===== config.mk =====
export PLATFORM = sky130hd
export DESIGN_NAME = seg7_scan_driver
export DESIGN_NICKNAME = d
export VERILOG_FILES = /design/src/rtl/seg7_pkg.sv /design/src/rtl/seg7_hex_decode.sv /design/src/rtl/seg7_scan_driver.sv
export SDC_FILE = /design/constraint.sdc
export NUM_CORES = 1
export LEC_CHECK = 0
export CAP_MARGIN = 20
export CORE_UTILIZATION = 57
export DETAILED_ROUTE_END_ITERATION = 12
export DONT_BUFFER_PORTS = 1
export PLACE_DENSITY_LB_ADDON = 0.1
export SETUP_SLACK_MARGIN = 0.05
export SYNTH_ARGS = -nofsm -noshare
export SYNTH_HDL_FRONTEND = slang
export SYNTH_SLANG_ARGS = --single-unit

===== constraint.sdc =====
create_clock -name clk -period 4.4 [get_ports clk]
set_input_delay 1.32 -clock clk [delete_from_list [all_inputs] [get_ports clk]]
set_output_delay 1.32 -clock clk [all_outputs]
set_load 0.02 [all_outputs]

===== src/rtl/seg7_pkg.sv =====
// Shared types and hex-to-segment table for the multiplexed seven-segment scan driver.
package seg7_pkg;

  typedef enum logic [1:0] {
    IDLE  = 2'd0,
    GUARD = 2'd1,
    SHOW  = 2'd2
  } state_e;

  // Active-high "no segments lit" pattern, {g,f,e,d,c,b,a}
  localparam logic [6:0] SEG_OFF = 7'h00;

  // Entry n occupies bits [7n+6:7n]; F is the most significant entry
  localparam logic [16*7-1:0] HEX_SEG_TABLE = {
    7'h71, 7'h79, 7'h5E, 7'h39, 7'h7C, 7'h77, 7'h6F, 7'h7F,
    7'h07, 7'h7D, 7'h6D, 7'h66, 7'h4F, 7'h5B, 7'h06, 7'h3F
  };

  function automatic logic [6:0] hex2seg(input logic [3:0] nibble);
    return HEX_SEG_TABLE[7'(nibble) * 7'd7 +: 7];
  endfunction

endpackage


===== src/rtl/seg7_hex_decode.sv =====
// Combinational nibble to active-high {g,f,e,d,c,b,a} segment pattern.
module seg7_hex_decode
  import seg7_pkg::*;
(
  input  logic [3:0] nibble,
  output logic [6:0] seg_c
);

  assign seg_c = hex2seg(nibble);

endmodule


===== src/rtl/seg7_scan_driver.sv =====
// Steps a multiplexed seven-segment display one digit per rising edge of a slow scan level.
// Optional leading-zero blanking is enabled by defining SEG7_LZ_BLANK_EN.
module seg7_scan_driver
  import seg7_pkg::*;
#(
  parameter int unsigned DIGITS         = 4,
  parameter int unsigned GUARD_CYCLES   = 2,
  parameter int unsigned ACTIVE_LOW_SEG = 1,
  parameter int unsigned ACTIVE_LOW_AN  = 1
) (
  input  logic                       clk,
  input  logic                       reset,
  input  logic                       scan_in,
  input  logic [4*DIGITS-1:0]        value,
  input  logic [DIGITS-1:0]          dp_en,
  input  logic                       blank,
  output logic [DIGITS-1:0]          an,
  output logic [6:0]                 seg,
  output logic                       dp,
  output logic [$clog2(DIGITS)-1:0]  digit_idx
);

  localparam int unsigned IDX_W      = $clog2(DIGITS);
  localparam int unsigned CNT_W      = (GUARD_CYCLES > 1) ? $clog2(GUARD_CYCLES) : 1;
  localparam int unsigned GUARD_LAST = (GUARD_CYCLES > 0) ? GUARD_CYCLES - 1 : 0;
  localparam state_e      POST_STEP  = (GUARD_CYCLES > 0) ? GUARD : SHOW;

  localparam logic [IDX_W-1:0]  IDX_LAST = IDX_W'(DIGITS - 1);
  localparam logic [DIGITS-1:0] AN_OFF   = (ACTIVE_LOW_AN != 0) ? {DIGITS{1'b1}} : '0;
  localparam logic [6:0]        SEG_IDLE = (ACTIVE_LOW_SEG != 0) ? ~SEG_OFF : SEG_OFF;
  localparam logic              DP_OFF   = (ACTIVE_LOW_SEG != 0);

  state_e                state_q, state_d;
  logic [IDX_W-1:0]      idx_q, idx_d, idx_inc;
  logic [CNT_W-1:0]      cnt_q, cnt_d;
  logic [4*DIGITS-1:0]   frame_val_q, frame_val_d;
  logic [DIGITS-1:0]     frame_dp_q, frame_dp_d;
  logic                  s1_q, s1_d, s2_q, s2_d, s3_q, s3_d;
  logic [DIGITS-1:0]     an_q, an_d, an_act;
  logic [6:0]            seg_q, seg_d, seg_act;
  logic                  dp_q, dp_d, dp_act;
  logic                  step_c, show_c, lz_blank_c;
  logic [3:0]            nibble_c;
  logic [6:0]            dec_seg_c;

  // scan_in is a level from another domain: two-flop synchroniser plus history flop
  always_comb begin
    s1_d   = scan_in;
    s2_d   = s1_q;
    s3_d   = s2_q;
    step_c = s2_q & ~s3_q;
  end

  always_ff @(posedge clk or posedge reset) begin
    if (reset) begin
      state_q     <= IDLE;
      idx_q       <= '0;
      cnt_q       <= '0;
      frame_val_q <= '0;
      frame_dp_q  <= '0;
      s1_q        <= 1'b0;
      s2_q        <= 1'b0;
      s3_q        <= 1'b0;
      an_q        <= AN_OFF;
      seg_q       <= SEG_IDLE;
      dp_q        <= DP_OFF;
    end else begin
      state_q     <= state_d;
      idx_q       <= idx_d;
      cnt_q       <= cnt_d;
      frame_val_q <= frame_val_d;
      frame_dp_q  <= frame_dp_d;
      s1_q        <= s1_d;
      s2_q        <= s2_d;
      s3_q        <= s3_d;
      an_q        <= an_d;
      seg_q       <= seg_d;
      dp_q        <= dp_d;
    end
  end

  // Next state: every step advances idx, even mid-guard; wrapping to 0 latches a new frame
  always_comb begin
    state_d     = state_q;
    idx_d       = idx_q;
    cnt_d       = cnt_q;
    frame_val_d = frame_val_q;
    frame_dp_d  = frame_dp_q;
    idx_inc     = (idx_q == IDX_LAST) ? '0 : idx_q + IDX_W'(1);
    unique case (state_q)
      IDLE: begin
        if (step_c) begin
          idx_d       = '0;
          cnt_d       = '0;
          frame_val_d = value;
          frame_dp_d  = dp_en;
          state_d     = POST_STEP;
        end
      end
      GUARD, SHOW: begin
        if (step_c) begin
          idx_d   = idx_inc;
          cnt_d   = '0;
          state_d = POST_STEP;
          if (idx_inc == '0) begin
            frame_val_d = value;
            frame_dp_d  = dp_en;
          end
        end else if (state_q == GUARD) begin
          if (cnt_q == CNT_W'(GUARD_LAST)) begin
            cnt_d   = '0;
            state_d = SHOW;
          end else begin
            cnt_d = cnt_q + CNT_W'(1);
          end
        end
      end
      default: state_d = IDLE;
    endcase
  end

  assign nibble_c = frame_val_q[{idx_q, 2'b00} +: 4];

  seg7_hex_decode u_hex_decode (
    .nibble (nibble_c),
    .seg_c  (dec_seg_c)
  );

`ifdef SEG7_LZ_BLANK_EN
  logic [IDX_W-1:0] msd_c;

  // Digits above the most significant non-zero nibble stay dark; digit 0 never blanks
  always_comb begin
    msd_c = '0;
    for (int i = 0; i < DIGITS; i++) begin
      if (frame_val_q[4*i +: 4] != 4'h0) msd_c = IDX_W'(i);
    end
    lz_blank_c = (idx_q > msd_c);
  end
`else
  assign lz_blank_c = 1'b0;
`endif

  always_comb begin
    show_c  = (state_q == SHOW) && !blank;
    an_act  = '0;
    seg_act = SEG_OFF;
    dp_act  = 1'b0;
    if (show_c) begin
      an_act  = DIGITS'(1) << idx_q;
      seg_act = lz_blank_c ? SEG_OFF : dec_seg_c;
      dp_act  = frame_dp_q[idx_q];
    end
    an_d  = (ACTIVE_LOW_AN != 0)  ? ~an_act  : an_act;
    seg_d = (ACTIVE_LOW_SEG != 0) ? ~seg_act : seg_act;
    dp_d  = (ACTIVE_LOW_SEG != 0) ? ~dp_act  : dp_act;
  end

  assign an        = an_q;
  assign seg       = seg_q;
  assign dp        = dp_q;
  assign digit_idx = idx_q;

endmodule

==> out/summary.txt, run 1 <==
Yosys top cell by area: dfrtp_1
Reg2Reg Depth: 5
CTS root buf: clkbuf_4
Max_cap viols: 0
Final core utilization: 0.660
Placed Cells: 186
Slew at the pin closest to its max-slew limit: 671 ps
Nets: 189
Mean Syn Cell Area: 13.1 um2
Top cell type's share of synthesized area: 0.362
Hold Buf Count CTS: 0
Share of layout cells above drive strength 1: 0.318
Most common cell after layout, fill and taps aside: dfrtp_1
Fill count: 237
Number of remaining DRC errors: 0
Total iterations of the first detailed-routing run: 4
Chip height: 60.2 um
Max clock buf depth: 2
Synth cell types: 30
Largest net degree at the start of global routing: 31
Io pins: 38
GRT overflow: 0
First-pass GRT wire length: 5.24 mm
Post-synthesis instance total: 148
Die width: 60.2 um
CTS Sinks: 40
DIE AREA: 3630 um2
Asr flop ratio synth: 1.00
Via count: 1165
Routed WL per cell: 15.9 um
Post-CTS Resized: 0
GRT Util Overall: 0.203
Port Buf Inserts: 0
CTS tree: built
CP arrival: 1130 ps
Post-DP HPWL: 2.20 mm
Primary FF master, synth: dfrtp_1
Initial core utilization: 0.618
RePlAce Congestion: 0.748
Post-CTS Setup Inserts: 0
Routed wire length: 3.10 mm
RSZ-0062 raised after global routing: no
Crit Path Category: register to primary output
Worst R2R Setup Slack: 2100 ps
Reg clk slew, reported paths: 110 ps
Tcrit/Tclk final: 0.558
Peak Freq: 0.407 GHz
Drt via density: 5.97
Seq/Total Area, Yosys: 0.526
P&R area growth vs syn: 6.86%
Max IR drop VDD: 373 uV
CP Capture Type: primary output
Fin cells: 195
Routed Antenna Nets: 0
Clock Skew: 10.6 ps
DRT iter0 DRCs: 40
Clk Latency, worst-skew pair: 350 ps
Vias in the first global route: 1159
Period minus WS final: 2450 ps
H-tree lvl count: 2
Multi-input gate area: 842 um2
Critical path depth: 0
Commonest cells after routing, fill and taps aside: dfrtp_1 (28), mux2_2 (21), ha_1 (15)
HP Class: register to register
Critical Path RT: 3080 ps
Net count after synthesis: 187
Synth Warn #: 0
Worst hold stages: 0
Core footprint: 3130 um2
Num rows: 20
Slew HR: 0.552
Hold Fails Final Rpt: 0
Outcome: completed
Clock buffers created by TritonCTS: 5
Max Slew Vio Count: 0
Post-synth EDFFs: 0
Register Area: 1020 um2
Diodes inserted: 0
CP Launch Type: register
Hold Slack: 375 ps
Static leakage: 0.885 nW
Pwr dens: 728 nW/um2
Yosys reg bits: 40
# setup viols final: 0
Critical path peak fanout: 12
Synth top area cells: dfrtp_1 (36%), dfstp_2 (16%), mux2_2 (12%)
Fin Setup TNS: 0 ps
Mapped Area: 1930 um2
Initial antenna violation count: 0
## cells in the mapped netlist (2+ instances only)
cell type and count:
o22ai_1 2, nor2_1 7, nand2b_1 4, a31oi_1 3, a21oi_1 4, inv_1 9, ha_1 15, dfrtp_1 28
nand2_1 9, mux2_2 21, dfstp_2 12, nor2b_1 2, buf_2 3, mux4_2 4, clkbuf_1 3, o21ai_0 6
a32o_1 2, mux2i_1 2
## state kept, by name, summed over array words and instances, names as in the netlist
register     count
s2_q             1
s3_q             1
s1_q             1
dp               1
seg              7
an               4
digit_idx        2
frame_dp_q       4
cnt_q            1
state_q          2
frame_val_q     16
## path summary, 6_finish.rpt
kind | startpoint | endpoint
max reg2reg | digit_idx[0] | seg[3]
max in group asynchronous | reset | an[3]
max | digit_idx[0] | digit_idx[0]
min reg2reg | s1_q | s2_q
min in group asynchronous | reset | s1_q
min | s1_q | s2_q
## power breakdown
part | internal (mW) | total (mW) | switching (mW)
clock | 0.119 | 0.234 | 0.115
combinational | 0.333 | 0.665 | 0.332
sequential | 0.491 | 0.605 | 0.114
## per-layer routing
layer  track usage  wire length, um
met1         0.273             1330
met2         0.284             1430
met3        0.0671              222
met4         0.120              110
met5             0                0
## logic make-up after synthesis
group | Yosys count | synth area share
AOI/OAI and AO/OA | 23 | 0.0783
buffers and inverters | 17 | 0.0388
adders and majority gates | 15 | 0.0971
and+or+nand+nor | 24 | 0.0595
DFF | 40 | 0.526
muxes | 29 | 0.201
## metrics by stage
step | worst slack, ps | area (um2) | power [mW]
floorplan | 2180 | 1930 | 1.15
global placement | 2080 | 1960 | 1.23
detailed placement | 2020 | 1960 | 1.27
CTS | 1910 | 2040 | 1.50
global route | 1840 | 2070 | 1.62
finish | 1950 | 2070 | 1.50
## cell type report
| class | count | share of cell area |
|---|---|---|
| flip-flops and latches | 40 | 0.492 |
| multi-input cells | 91 | 0.408 |
| well taps | 44 | 0.0267 |
| repair buffers | 3 | 0.0206 |
| clock buffers | 6 | 0.0200 |
| clock inverters | 2 | 0.0170 |
| inverters | 9 | 0.0164 |
Power figures use the tool's default switching activity.
==> run 2: changes to the inputs <==
--- a/config.mk
+++ b/config.mk
@@ -6,7 +6,7 @@
 export NUM_CORES = 1
 export LEC_CHECK = 0
 export CAP_MARGIN = 20
-export CORE_UTILIZATION = 57
+export CORE_UTILIZATION = 56
 export DETAILED_ROUTE_END_ITERATION = 12
 export DONT_BUFFER_PORTS = 1
 export PLACE_DENSITY_LB_ADDON = 0.1
==> constraint.sdc (replaced) <==
create_clock -name clk -period 2 [get_ports clk]
set_input_delay 0.6 -clock clk [delete_from_list [all_inputs] [get_ports clk]]
set_output_delay 0.6 -clock clk [all_outputs]
set_load 0.02 [all_outputs]
==> run 2 against run 1 <==
Sequential share of layout area decreased by 0.82 points. Critical path type is now register to register. Hold slack got worse by 240 ps. Sequential power increased by 110%. Global-route usage about the same. Total power increased by 120%. Die area increased by 1.7%. Wire length increased by 0.94%. Design area increased by 1.8%. First-iteration DRC count decreased by 18%. Utilization increased by 0.67 points. Worst setup slack got worse by 1800 ps.
==> out/summary.txt, run 2 (synthesis results as in run 1) <==
Fill count: 247 (was 237)
Clk Latency, worst-skew pair: 360 ps (was 350 ps)
Via count: 1150 (was 1165)
Hold Buf Count CTS: 0 (unchanged)
Initial antenna violation count: 0 (unchanged)
Clock Skew: 15.2 ps (was 10.6 ps)
Port Buf Inserts: 0 (unchanged)
Fin Setup TNS: 0 ps (unchanged)
Drt via density: 5.69 (was 5.97)
GRT overflow: 0 (unchanged)
Crit Path Category: register to register (was register to primary output)
Psw: 1.27 mW (was 0.560 mW)
Core footprint: 3150 um2 (was 3130 um2)
Number of remaining DRC errors: 0 (unchanged)
Outcome: completed (unchanged)
Slew at the pin closest to its max-slew limit: 489 ps (was 671 ps)
Max reg flops: 16 (unchanged)
Total iterations of the first detailed-routing run: 4 (unchanged)
Num rows: 20 (unchanged)
Initial core utilization: 0.613 (was 0.618)
Combinational Power Share: 0.490 (was 0.442)
Critical path peak fanout: 14 (was 12)
First-pass GRT wire length: 5.31 mm (was 5.24 mm)
Critical Path RT: 2300 ps (was 3080 ps)
Reg clk slew, reported paths: 130 ps (was 110 ps)
CP Capture Type: register (was primary output)
CTS tree: built (unchanged)
Slew HR: 0.673 (was 0.552)
Largest net degree at the start of global routing: 25 (was 31)
P&R area growth vs syn: 8.80% (was 6.86%)
Share of layout cells above drive strength 1: 0.367 (was 0.318)
# setup viols final: 0 (unchanged)
Most common cell after layout, fill and taps aside: dfrtp_1 (unchanged)
Routed WL per cell: 15.5 um (was 15.9 um)
Max_cap viols: 0 (unchanged)
Post-DP HPWL: 2.28 mm (was 2.20 mm)
Peak Freq: 0.531 GHz
Diodes inserted: 0 (unchanged)
Vias in the first global route: 1192 (was 1159)
Die width: 60.8 um (was 60.2 um)
DRT iter0 DRCs: 33 (was 40)
Routed Antenna Nets: 0 (unchanged)
Pwr dens: 1600 nW/um2 (was 728 nW/um2)
Max Slew Vio Count: 0 (unchanged)
Static leakage: 0.902 nW (was 0.885 nW)
Chip height: 60.8 um (was 60.2 um)
Routed wire length: 3.13 mm (was 3.10 mm)
Tcrit/Tclk final: 0.942
Period minus WS final: 1880 ps
Clock buffers created by TritonCTS: 5 (unchanged)
Reg2Reg Depth: 4 (was 5)
H-tree lvl count: 2 (unchanged)
Commonest cells after routing, fill and taps aside: dfrtp_1 (27), mux2_2 (21), ha_1 (14) (was dfrtp_1 (28), mux2_2 (21), ha_1 (15))
Max clock buf depth: 2 (unchanged)
Max IR drop VDD: 700 uV (was 373 uV)
CTS Sinks: 40 (unchanged)
CP arrival: 2180 ps (was 1130 ps)
Io pins: 38 (unchanged)
Hold Slack: 131 ps (was 375 ps)
RePlAce Congestion: 0.812 (was 0.748)
Reg power frac: 0.379 (was 0.402)
Internal Power: 2.09 mW (was 0.943 mW)
HP Class: input port to asynchronous set/reset pin (was register to register)
CP Launch Type: register (unchanged)
Sw Share: 0.377 (was 0.373)
GRT Util Overall: 0.203 (about the same)
DIE AREA: 3690 um2 (was 3630 um2)
RSZ-0062 raised after global routing: yes (was no)
Hold Fails Final Rpt: 0 (unchanged)
Clock network power share: 0.131 (was 0.156)
Nets: 196 (was 189)
Most flops, register: frame_val_q (unchanged)
CTS root buf: clkbuf_4 (unchanged)
-- run 2: cell type report --
type / instances / area, um2 / share of cell area
Inverter: 9 / 33.8 / 0.0161
Sequential cell: 40 / 1020 / 0.484
Clock buffer: 7 / 55.1 / 0.0262
Tap cell: 44 / 55.1 / 0.0262
Timing Repair Buffer: 10 / 87.6 / 0.0416
Multi-Input combinational cell: 91 / 847 / 0.403
Clock inverter: 1 / 7.51 / 0.00357
-- run 2: through the flow --
step                total power, mW  utilization  cell area, um2  setup WS (ps)  instances
floorplan                      2.54            -            1940           58.2        148
detailed placement             2.88        0.642            2020            125        192
CTS                            3.32        0.662            2090           86.7        200
global placement               2.80        0.642            2020            179        192
global route                   3.61        0.667            2100           28.4        202
finish                         3.36        0.667            2100            117        202
-- run 2: routing by layer --
layer	GRT usage	vias up	part of all wire	routed length, um
met1	0.254	571	0.43	1350
met2	0.305	37	0.47	1470
met3	0.0896	9	0.075	235
met4	0.0942	0	0.021	65
met5	0	-	0	0
li1	-	533	-	-
-- run 2: final timing paths --
kind                         startpoint              to  slack (ps)
min                               reset  frame_val_q[7]         130
min in group clk                scan_in            s1_q         270
max reg2reg                digit_idx[0]          seg[1]         120
max                        digit_idx[0]          seg[1]         120
min reg2reg                        s1_q            s2_q         360
max in group asynchronous         reset              dp        1530
-- run 2: timing repair --
item | 4_1_cts | 5_1_grt
setup buffers | 0 | 2
setup endpoints to repair | 0 | 16
gates resized for setup | 0 | 1
-- run 2: power groups by stage --
stage	clock [mW]	combinational, mW	sequential [mW]
floorplan	0	1.29	1.25
global placement	0	1.51	1.29
detailed placement	0	1.58	1.30
CTS	0.449	1.58	1.29
global route	0.484	1.81	1.32
finish	0.439	1.65	1.27
-- run 2: worst max-delay path, cell delays in order (launching register included) --
cell and delay, ps:
dfrtp_2 440, buf_4 140, mux4_2 640, mux2_4 310, a221o_1 300
